### src/rtl/keypad_scanner_if.sv
// Key-event handshake between the keypad scanner (master) and the consumer of key codes (slave).
interface keypad_scanner_if #(
  parameter int KW = 4
);
  logic [KW-1:0] key_code;
  logic          key_valid;
  logic          key_ready;

  modport master (output key_code, output key_valid, input key_ready);
  modport slave  (input key_code, input key_valid, output key_ready);
endinterface

### src/rtl/keypad_scanner.sv
// Matrix keypad scanner: row drive, column sync, per-frame single-key resolution,
// frame-level debounce and a small press-event FIFO behind a valid/ready handshake.
module keypad_scanner #(
  parameter int ROWS       = 4,
  parameter int COLS       = 4,
  parameter int SCAN_DIV   = 1000,
  parameter int DEBOUNCE   = 3,
  parameter int FIFO_DEPTH = 4,
  localparam int KW        = $clog2(ROWS*COLS)
) (
  input  logic                clk,
  input  logic                rst_n,
  output logic [ROWS-1:0]     row_n,
  input  logic [COLS-1:0]     col_n,
  keypad_scanner_if.master    key_if,
  output logic                key_held,
  output logic [KW-1:0]       held_code,
  output logic                overflow,
  input  logic                ovf_clr
);

  localparam int RW  = $clog2(ROWS);
  localparam int CW  = $clog2(SCAN_DIV);
  localparam int CLW = $clog2(COLS);
  localparam int DW  = $clog2(DEBOUNCE + 1);
  localparam int AW  = $clog2(FIFO_DEPTH);
  localparam logic [AW:0]   FULL_CNT = (AW+1)'(FIFO_DEPTH);
  localparam logic [DW-1:0] DEB_MAX  = DW'(DEBOUNCE);

  typedef enum logic [1:0] {RES_NONE, RES_KEY, RES_MULTI} res_t;

  // ---------------- row scan ----------------
  logic [CW-1:0] dwell;
  logic [RW-1:0] row;
  logic          sample;
  logic          last_row;

  assign sample   = (dwell == CW'(SCAN_DIV - 1));
  assign last_row = (row == RW'(ROWS - 1));
  assign row_n    = ~(ROWS'(1) << row);

  always_ff @(posedge clk or negedge rst_n) begin
    if (!rst_n) begin
      dwell <= '0;
      row   <= '0;
    end else if (sample) begin
      dwell <= '0;
      row   <= last_row ? '0 : row + RW'(1);
    end else begin
      dwell <= dwell + CW'(1);
    end
  end

  // ---------------- column synchroniser ----------------
  logic [COLS-1:0] col_s1, col_s2;

  always_ff @(posedge clk or negedge rst_n) begin
    if (!rst_n) begin
      col_s1 <= '1;
      col_s2 <= '1;
    end else begin
      col_s1 <= col_n;
      col_s2 <= col_s1;
    end
  end

  // ---------------- per-row evaluation ----------------
  logic [COLS-1:0] low_v;
  logic [COLS-1:0] shifted;
  logic [1:0]      row_hits;
  logic [CLW-1:0]  low_col;

  // Scan high to low so the last match left standing is the lowest column.
  always_comb begin
    low_v    = ~col_s2;
    shifted  = '0;
    row_hits = '0;
    low_col  = '0;
    for (int unsigned c = COLS; c > 0; c--) begin
      shifted = low_v >> (c - 1);
      if (shifted[0]) begin
        low_col = CLW'(c - 1);
        if (row_hits != 2'd2) row_hits = row_hits + 2'd1;
      end
    end
  end

  // ---------------- frame accumulation ----------------
  logic [1:0]    acc_hits;
  logic [KW-1:0] acc_idx;
  logic [2:0]    hit_sum;
  logic [1:0]    frame_hits;
  logic [KW-1:0] cur_idx;
  logic [KW-1:0] frame_idx;
  res_t          res_kind;
  logic [KW-1:0] res_idx;

  assign cur_idx    = KW'(row) * KW'(COLS) + KW'(low_col);
  assign hit_sum    = {1'b0, acc_hits} + {1'b0, row_hits};
  assign frame_hits = (hit_sum >= 3'd2) ? 2'd2 : hit_sum[1:0];
  assign frame_idx  = (acc_hits == 2'd0) ? cur_idx : acc_idx;

  always_comb begin
    res_kind = RES_NONE;
    res_idx  = '0;
    if (frame_hits == 2'd1) begin
      res_kind = RES_KEY;
      res_idx  = frame_idx;
    end else if (frame_hits == 2'd2) begin
      res_kind = RES_MULTI;
    end
  end

  // ---------------- debounce / accepted state ----------------
  res_t          prev_kind;
  logic [KW-1:0] prev_idx;
  logic [DW-1:0] deb_cnt;
  logic [DW-1:0] deb_next;
  logic          differs;
  logic          accept;
  logic          push_req;

  assign deb_next = ((res_kind != prev_kind) || (res_idx != prev_idx)) ? DW'(1) :
                    (deb_cnt == DEB_MAX) ? deb_cnt : deb_cnt + DW'(1);

  // key_held/held_code are themselves the accepted state (NONE when !key_held).
  assign differs = (res_kind == RES_KEY) ? (!key_held || (res_idx != held_code)) : key_held;
  assign accept  = (deb_next == DEB_MAX) && (res_kind != RES_MULTI) && differs;

  always_ff @(posedge clk or negedge rst_n) begin
    if (!rst_n) begin
      acc_hits  <= '0;
      acc_idx   <= '0;
      prev_kind <= RES_NONE;
      prev_idx  <= '0;
      deb_cnt   <= '0;
      key_held  <= 1'b0;
      held_code <= '0;
      push_req  <= 1'b0;
    end else begin
      push_req <= 1'b0;
      if (sample) begin
        if (last_row) begin
          acc_hits  <= '0;
          acc_idx   <= '0;
          prev_kind <= res_kind;
          prev_idx  <= res_idx;
          deb_cnt   <= deb_next;
          if (accept) begin
            key_held <= (res_kind == RES_KEY);
            if (res_kind == RES_KEY) begin
              held_code <= res_idx;
              push_req  <= 1'b1;
            end
          end
        end else begin
          acc_hits <= frame_hits;
          acc_idx  <= frame_idx;
        end
      end
    end
  end

  // ---------------- event FIFO ----------------
  logic [KW-1:0] mem [FIFO_DEPTH];
  logic [AW-1:0] wr_ptr, rd_ptr;
  logic [AW:0]   count;
  logic          fifo_valid;
  logic          full;
  logic          pop;
  logic          do_push;

  assign fifo_valid = (count != '0);
  assign full       = (count == FULL_CNT);
  assign pop        = fifo_valid && key_if.key_ready;
  // held_code is stable for the cycle push_req is high, so it doubles as push data.
  assign do_push    = push_req && (!full || pop);

  assign key_if.key_valid = fifo_valid;
  assign key_if.key_code  = fifo_valid ? mem[rd_ptr] : '0;

  always_ff @(posedge clk) begin
    if (do_push) mem[wr_ptr] <= held_code;
  end

  always_ff @(posedge clk or negedge rst_n) begin
    if (!rst_n) begin
      wr_ptr   <= '0;
      rd_ptr   <= '0;
      count    <= '0;
      overflow <= 1'b0;
    end else begin
      if (do_push) wr_ptr <= wr_ptr + AW'(1);
      if (pop)     rd_ptr <= rd_ptr + AW'(1);
      count <= count + (AW+1)'(do_push) - (AW+1)'(pop);
      if (push_req && full && !pop) overflow <= 1'b1;
      else if (ovf_clr)             overflow <= 1'b0;
    end
  end

endmodule

### src/flat_wrapper.sv
// flat-port wrapper written by rule: the top's interface ports become plain ports
module keypad_scanner_flat 
#(
  parameter int ROWS       = 4,
  parameter int COLS       = 4,
  parameter int SCAN_DIV   = 1000,
  parameter int DEBOUNCE   = 3,
  parameter int FIFO_DEPTH = 4,
  localparam int KW        = $clog2(ROWS*COLS)
)
  (clk, rst_n, row_n, col_n, key_held, held_code, overflow, ovf_clr, key_if_key_code, key_if_key_valid, key_if_key_ready);
  keypad_scanner_if #(.KW((4))) key_if_i ();
  input  logic clk;
  input  logic rst_n;
  output logic [ROWS-1:0] row_n;
  input  logic [COLS-1:0] col_n;
  output logic key_held;
  output logic [KW-1:0] held_code;
  output logic overflow;
  input  logic ovf_clr;
  output wire logic [$bits(key_if_i.key_code)-1:0] key_if_key_code;
  output wire logic [$bits(key_if_i.key_valid)-1:0] key_if_key_valid;
  input wire logic [$bits(key_if_i.key_ready)-1:0] key_if_key_ready;
  assign key_if_key_code = key_if_i.key_code;
  assign key_if_key_valid = key_if_i.key_valid;
  assign key_if_i.key_ready = key_if_key_ready;
  keypad_scanner #(.ROWS(ROWS), .COLS(COLS), .SCAN_DIV(SCAN_DIV), .DEBOUNCE(DEBOUNCE), .FIFO_DEPTH(FIFO_DEPTH)) u_core (.clk(clk), .rst_n(rst_n), .row_n(row_n), .col_n(col_n), .key_if(key_if_i), .key_held(key_held), .held_code(held_code), .overflow(overflow), .ovf_clr(ovf_clr));
endmodule
### config.mk
export PLATFORM = sky130hd
export DESIGN_NAME = keypad_scanner_flat
export DESIGN_NICKNAME = d
export VERILOG_FILES = /design/src/rtl/keypad_scanner_if.sv /design/src/rtl/keypad_scanner.sv /design/src/flat_wrapper.sv
export SDC_FILE = /design/constraint.sdc
export NUM_CORES = 1
export LEC_CHECK = 0
export CORE_UTILIZATION = 58
export CTS_CLUSTER_DIAMETER = 120
export DETAILED_ROUTE_END_ITERATION = 7
export PLACE_DENSITY = 0.78
export SLEW_MARGIN = 15
export SYNTH_ARGS = -nofsm -noshare
export SYNTH_HDL_FRONTEND = slang
export SYNTH_SLANG_ARGS = --single-unit
### constraint.sdc
create_clock -name clk -period 4.2 [get_ports clk]
set_input_delay 1.26 -clock clk [delete_from_list [all_inputs] [get_ports clk]]
set_output_delay 1.26 -clock clk [all_outputs]
set_load 0.005 [all_outputs]
==> results by group <==
Worst setup path
  • Series of cell instances along the critical path: inv_1, ha_1, mux2i_1, ha_1, nor2_1, a21oi_1, ha_1, fa_1, nor3b_1, buf_4, nand2_1, a221o_1, nor4_2, nor4_4, buf_4, mux2_4
  • Critical Path Sink: u_core.held_code[1]
  • CP Data Arrival Time: 4230 ps
  • Maximum fanout along the worst path: 5
  • Startpoint-to-endpoint class of the critical path: register to register
  • Critical Path Source Type: register
  • Cell family with the largest share of critical-path delay: adder cells
  • Critical path's largest stage delay: 560 ps
  • Sort of element at the end of the critical path: register
  • Buf+Inv Stages, Crit Path: 3
  • Data required time of the critical path: 4420 ps
  • Count of cells along the worst register-to-register path: 16
  • Most common cell type on the critical path: sky130_fd_sc_hd__ha_1
  • Capture instance of the worst register-to-register path: u_core.held_code[1]
  • Reg-to-reg critical path startpoint: u_core.col_s2[2]
  • Slack of the worst reg-to-reg path: 200 ps
  • Slowest library cell on the worst path: sky130_fd_sc_hd__dfstp_2
  • Number of cells on the critical path: 16
  • Launching element of the worst setup path: u_core.col_s2[2]

GRT
  • Largest net degree at the start of global routing: 49
  • Initial antenna violation count: 0
  • Gr ovfl total: 0
  • All-Layer GR Usage: 22.1%
  • First-pass GRT wire length: 9090 um
  • Via count of the first global-routing pass: 2000

Timing
  • Max-slew violation count: 0
  • Post-layout worst setup margin: 197 ps
  • Transition time at the pin with the least slew margin: 872 ps
  • Setup repair after global routing missed its margin: no
  • Highest clock rate: 250 MHz
  • Share of the clock period used by the worst path: 95.3%
  • Final hold violation count: 0
  • Final critical path time including I/O delays and setup: 4000 ps
  • Sum Neg Setup Slack: 0 ps
  • Relative max-transition margin: 41.4%
  • Total of endpoints with negative setup slack in the final report: 0
  • Worst Skew: 7.17 ps

Logic synthesis
  • Area fraction in compound gates after synthesis: 10.3%
  • Total number of yosys warnings: 0
  • Adder and majority cell fraction of the synthesized area: 8.03%
  • Cell count after synthesis: 272
  • Mean cell area of the mapped netlist: 11.6 um^2
  • Multiplexer fraction of the synthesized cell area: 4.61%
  • Post-synthesis async set-or-reset flop share: 75.0%
  • Post-synthesis sequential area ratio: 53.8%
  • Number of distinct library cells after synthesis: 52
  • Simple-gate share of the synthesized area: 15.9%
  • Leading register cell type out of synthesis: sky130_fd_sc_hd__dfrtp_1
  • Synth Area in XOR/XNOR: 3.62%
  • Largest family of logic cells by synthesized area: simple AND/OR/NAND/NOR gates
  • Number of enable-type register cells in the synthesized netlist: 16
  • Cell area after synthesis: 0.00315 mm^2
  • Synthesized Nets: 299
  • Synth Register Bits: 64

Power
  • IR Drop Worst-Case VDD: 0.204 mV
  • Leakage: 1.52 nW
  • Power density over the cells: 381 mW/mm^2

Floorplanning
  • Rows: 26
  • Starting density of the core: 60.8%
  • Horizontal die dimension: 75.7 um
  • Area of the core: 0.00517 mm^2
  • Vertical die dimension: 75.7 um
  • Die ar.: 0.00572 mm^2
  • Ports: 23

Layout
  • Post-route non-filler standard cell count: 375
  • Summed area of non-filler cells in the final layout: 0.00366 mm^2
  • Antenna cell count: 0
  • Total of fill cells in the finished design: 365
  • Layout net count: 327
  • Layout overhead on the synthesized area: 16.2%
  • Ratio of cells with drive above 1 in the final layout: 13.8%

Clock tree
  • Maximum level of the CTS H-tree: 3
  • Number of buffers between clock root and the deepest sink: 2
  • Root Driver: sky130_fd_sc_hd__clkbuf_8
  • Clock tree from TritonCTS: yes
  • # hold bufs at CTS: 0
  • Later-pin clock latency in the skew report: 340 ps
  • Cts bufs inserted: 9
  • Reg clk slew, reported paths: 70 ps
  • Number of clock sinks seen by CTS: 64

Drt
  • Via density per instance: 5.63
  • DRT iter0 DRCs: 135
  • Total number of vias: 2110
  • # DRC: 0
  • Total wire length: 5610 um
  • Residual antenna-violating net count after detailed routing: 0
  • Per-cell routed wire length: 15.0 um
  • First-pass iteration count of the detailed router: 5

Place
  • # port buffers: 22
  • Final weighted congestion in routability-driven placement: 0.856
  • Hpwl dp: 3960 um
  • Placed Cells incl. Taps: 358
  • Placed cell areas: 0.00343 mm^2
  • Setup slack at placement: 103 ps

Status
  • Result of the run: finished, final reports clean

Worst hold path
  • Type of the most critical hold path: register to register

Job
  • Count of maximum capacitance violations: 0
## worst register-to-register path, delay by kind of cell, from the launching register on
family | cells | cell delay, ps
buffers and inverters | 3 | 430
AND/OR/NAND/NOR | 5 | 870
multiplexers | 2 | 500
adder cells (fa/ha/maj) | 4 | 1120
flip-flops | 1 | 560
AO/OA/AOI/OAI | 2 | 420
## routing by layer
metal / track usage (%) / wire length [um] / part of all wire, % / vias to the layer above
met5: 0 / 0 / 0 / -
met3: 4.50 / 165 / 2.9 / 14
met2: 38.9 / 2880 / 51 / 41
met1: 25.7 / 2450 / 44 / 1040
met4: 11.3 / 108 / 1.9 / 0
li1: - / - / - / 1015
## kinds of logic after synthesis
group	after synthesis
and+or+nand+nor	90
DFF	64
AOI/OAI and AO/OA	48
buffers and inverters	29
adders and majority gates	19
xor gates and xnor gates	13
muxes	9
## synth_stat cells, types with 2 or more instances
master	instances	share of area [%]
sky130_fd_sc_hd__nor2_1	16	1.9
sky130_fd_sc_hd__ha_1	17	6.8
sky130_fd_sc_hd__clkbuf_1	6	0.72
sky130_fd_sc_hd__nand2b_1	3	0.60
sky130_fd_sc_hd__or4_1	2	0.48
sky130_fd_sc_hd__o2111ai_1	2	0.56
sky130_fd_sc_hd__edfxtp_1	16	15
sky130_fd_sc_hd__inv_1	21	2.5
sky130_fd_sc_hd__and2_1	11	2.2
sky130_fd_sc_hd__a211oi_1	2	0.48
sky130_fd_sc_hd__nand3b_1	4	0.95
sky130_fd_sc_hd__mux2i_1	4	1.3
sky130_fd_sc_hd__a21oi_1	7	1.1
sky130_fd_sc_hd__o41ai_1	2	0.56
sky130_fd_sc_hd__nor4b_1	2	0.56
sky130_fd_sc_hd__o21a_1	2	0.48
sky130_fd_sc_hd__nand2_1	23	2.7
sky130_fd_sc_hd__nor3_1	3	0.48
sky130_fd_sc_hd__nor3b_1	2	0.48
sky130_fd_sc_hd__or3_1	5	0.99
sky130_fd_sc_hd__dfrtp_1	40	32
sky130_fd_sc_hd__dfstp_2	8	6.7
sky130_fd_sc_hd__xor2_1	5	1.4
sky130_fd_sc_hd__xnor2_1	8	2.2
sky130_fd_sc_hd__nand3_1	7	1.1
sky130_fd_sc_hd__and3_1	2	0.40
sky130_fd_sc_hd__mux4_2	4	2.9
sky130_fd_sc_hd__o31ai_1	10	2.4
sky130_fd_sc_hd__o21ai_0	14	2.2
sky130_fd_sc_hd__fa_1	2	1.3
## final cells by class
cell class	instances	area [um^2]	area share, %
clock inverters	1	7.51	0.205
inverters	21	78.8	2.16
flip-flops and latches	64	1690	46.3
repair buffers	25	240	6.57
clock buffers	15	198	5.41
multi-input cells	179	1350	37.0
well taps	70	87.6	2.40
## state kept, by name, summed over array words and instances, names as in the netlist, 3 cells and up
name,flops
u_core.prev_idx,4
u_core.col_s1,4
u_core.held_code,4
u_core.count,3
u_core.dwell,10
u_core.col_s2,4
u_core.acc_idx,4
u_core.mem,16
## how the worst min path moves through the flow
stage | startpoint | endpoint | slack (ps) | cells past startpoint
after global routing | u_core.col_s1[0] | u_core.col_s2[0] | 360 | 0
after detailed placement | u_core.col_s1[1] | u_core.col_s2[1] | 350 | 0
after CTS | u_core.col_s1[0] | u_core.col_s2[0] | 350 | 0
final | u_core.col_s1[0] | u_core.col_s2[0] | 350 | 0
after global placement | u_core.col_s1[1] | u_core.col_s2[1] | 350 | 0
after floorplan | u_core.col_s1[0] | u_core.col_s2[0] | 350 | 0
## cell usage in the layout, fill, tap and decap left out, types with 3 or more instances in the layout
master,Yosys,routed
sky130_fd_sc_hd__a21oi_1,7,7
sky130_fd_sc_hd__and2_1,11,11
sky130_fd_sc_hd__buf_4,0,4
sky130_fd_sc_hd__clkbuf_8,0,12
sky130_fd_sc_hd__clkdlybuf4s50_1,0,21
sky130_fd_sc_hd__dfrtp_1,40,40
sky130_fd_sc_hd__dfstp_2,8,8
sky130_fd_sc_hd__edfxtp_1,16,16
sky130_fd_sc_hd__ha_1,17,17
sky130_fd_sc_hd__inv_1,21,21
sky130_fd_sc_hd__mux2i_1,4,4
sky130_fd_sc_hd__mux4_2,4,4
sky130_fd_sc_hd__nand2_1,23,23
sky130_fd_sc_hd__nand2b_1,3,3
sky130_fd_sc_hd__nand3_1,7,7
sky130_fd_sc_hd__nand3b_1,4,4
sky130_fd_sc_hd__nor2_1,16,15
sky130_fd_sc_hd__nor3_1,3,3
sky130_fd_sc_hd__o21ai_0,14,14
sky130_fd_sc_hd__o31ai_1,10,10
sky130_fd_sc_hd__or3_1,5,5
sky130_fd_sc_hd__xnor2_1,8,8
sky130_fd_sc_hd__xor2_1,5,5
## stage by stage
step	total power [mW]	hold WS (ps)	utilization, %
2_1_floorplan	0.826	345	-
3_3_place_gp	0.871	348	66.2
3_5_place_dp	0.881	349	66.2
4_1_cts	1.40	355	70.2
5_1_grt	1.46	360	70.7
6_report	1.39	355	70.7
## report_power, final
| group | leakage, nW | internal, mW | switching, mW |
|---|---|---|---|
| Combinational | 0.627 | 0.0836 | 0.0708 |
| Clock | 0.101 | 0.299 | 0.228 |
| Sequential | 0.793 | 0.669 | 0.0419 |
| Total | 1.52 | 1.05 | 0.341 |
## repair_timing
| item | 4_1_cts | 5_1_grt |
|---|---|---|
| setup endpoints to repair | 0 | 4 |
| buffers inserted | 0 | 1 |
| endpoints found under the hold margin | 0 | 0 |
| resized for setup | 0 | 4 |
Note: power is estimated with default switching activity, not from simulation.
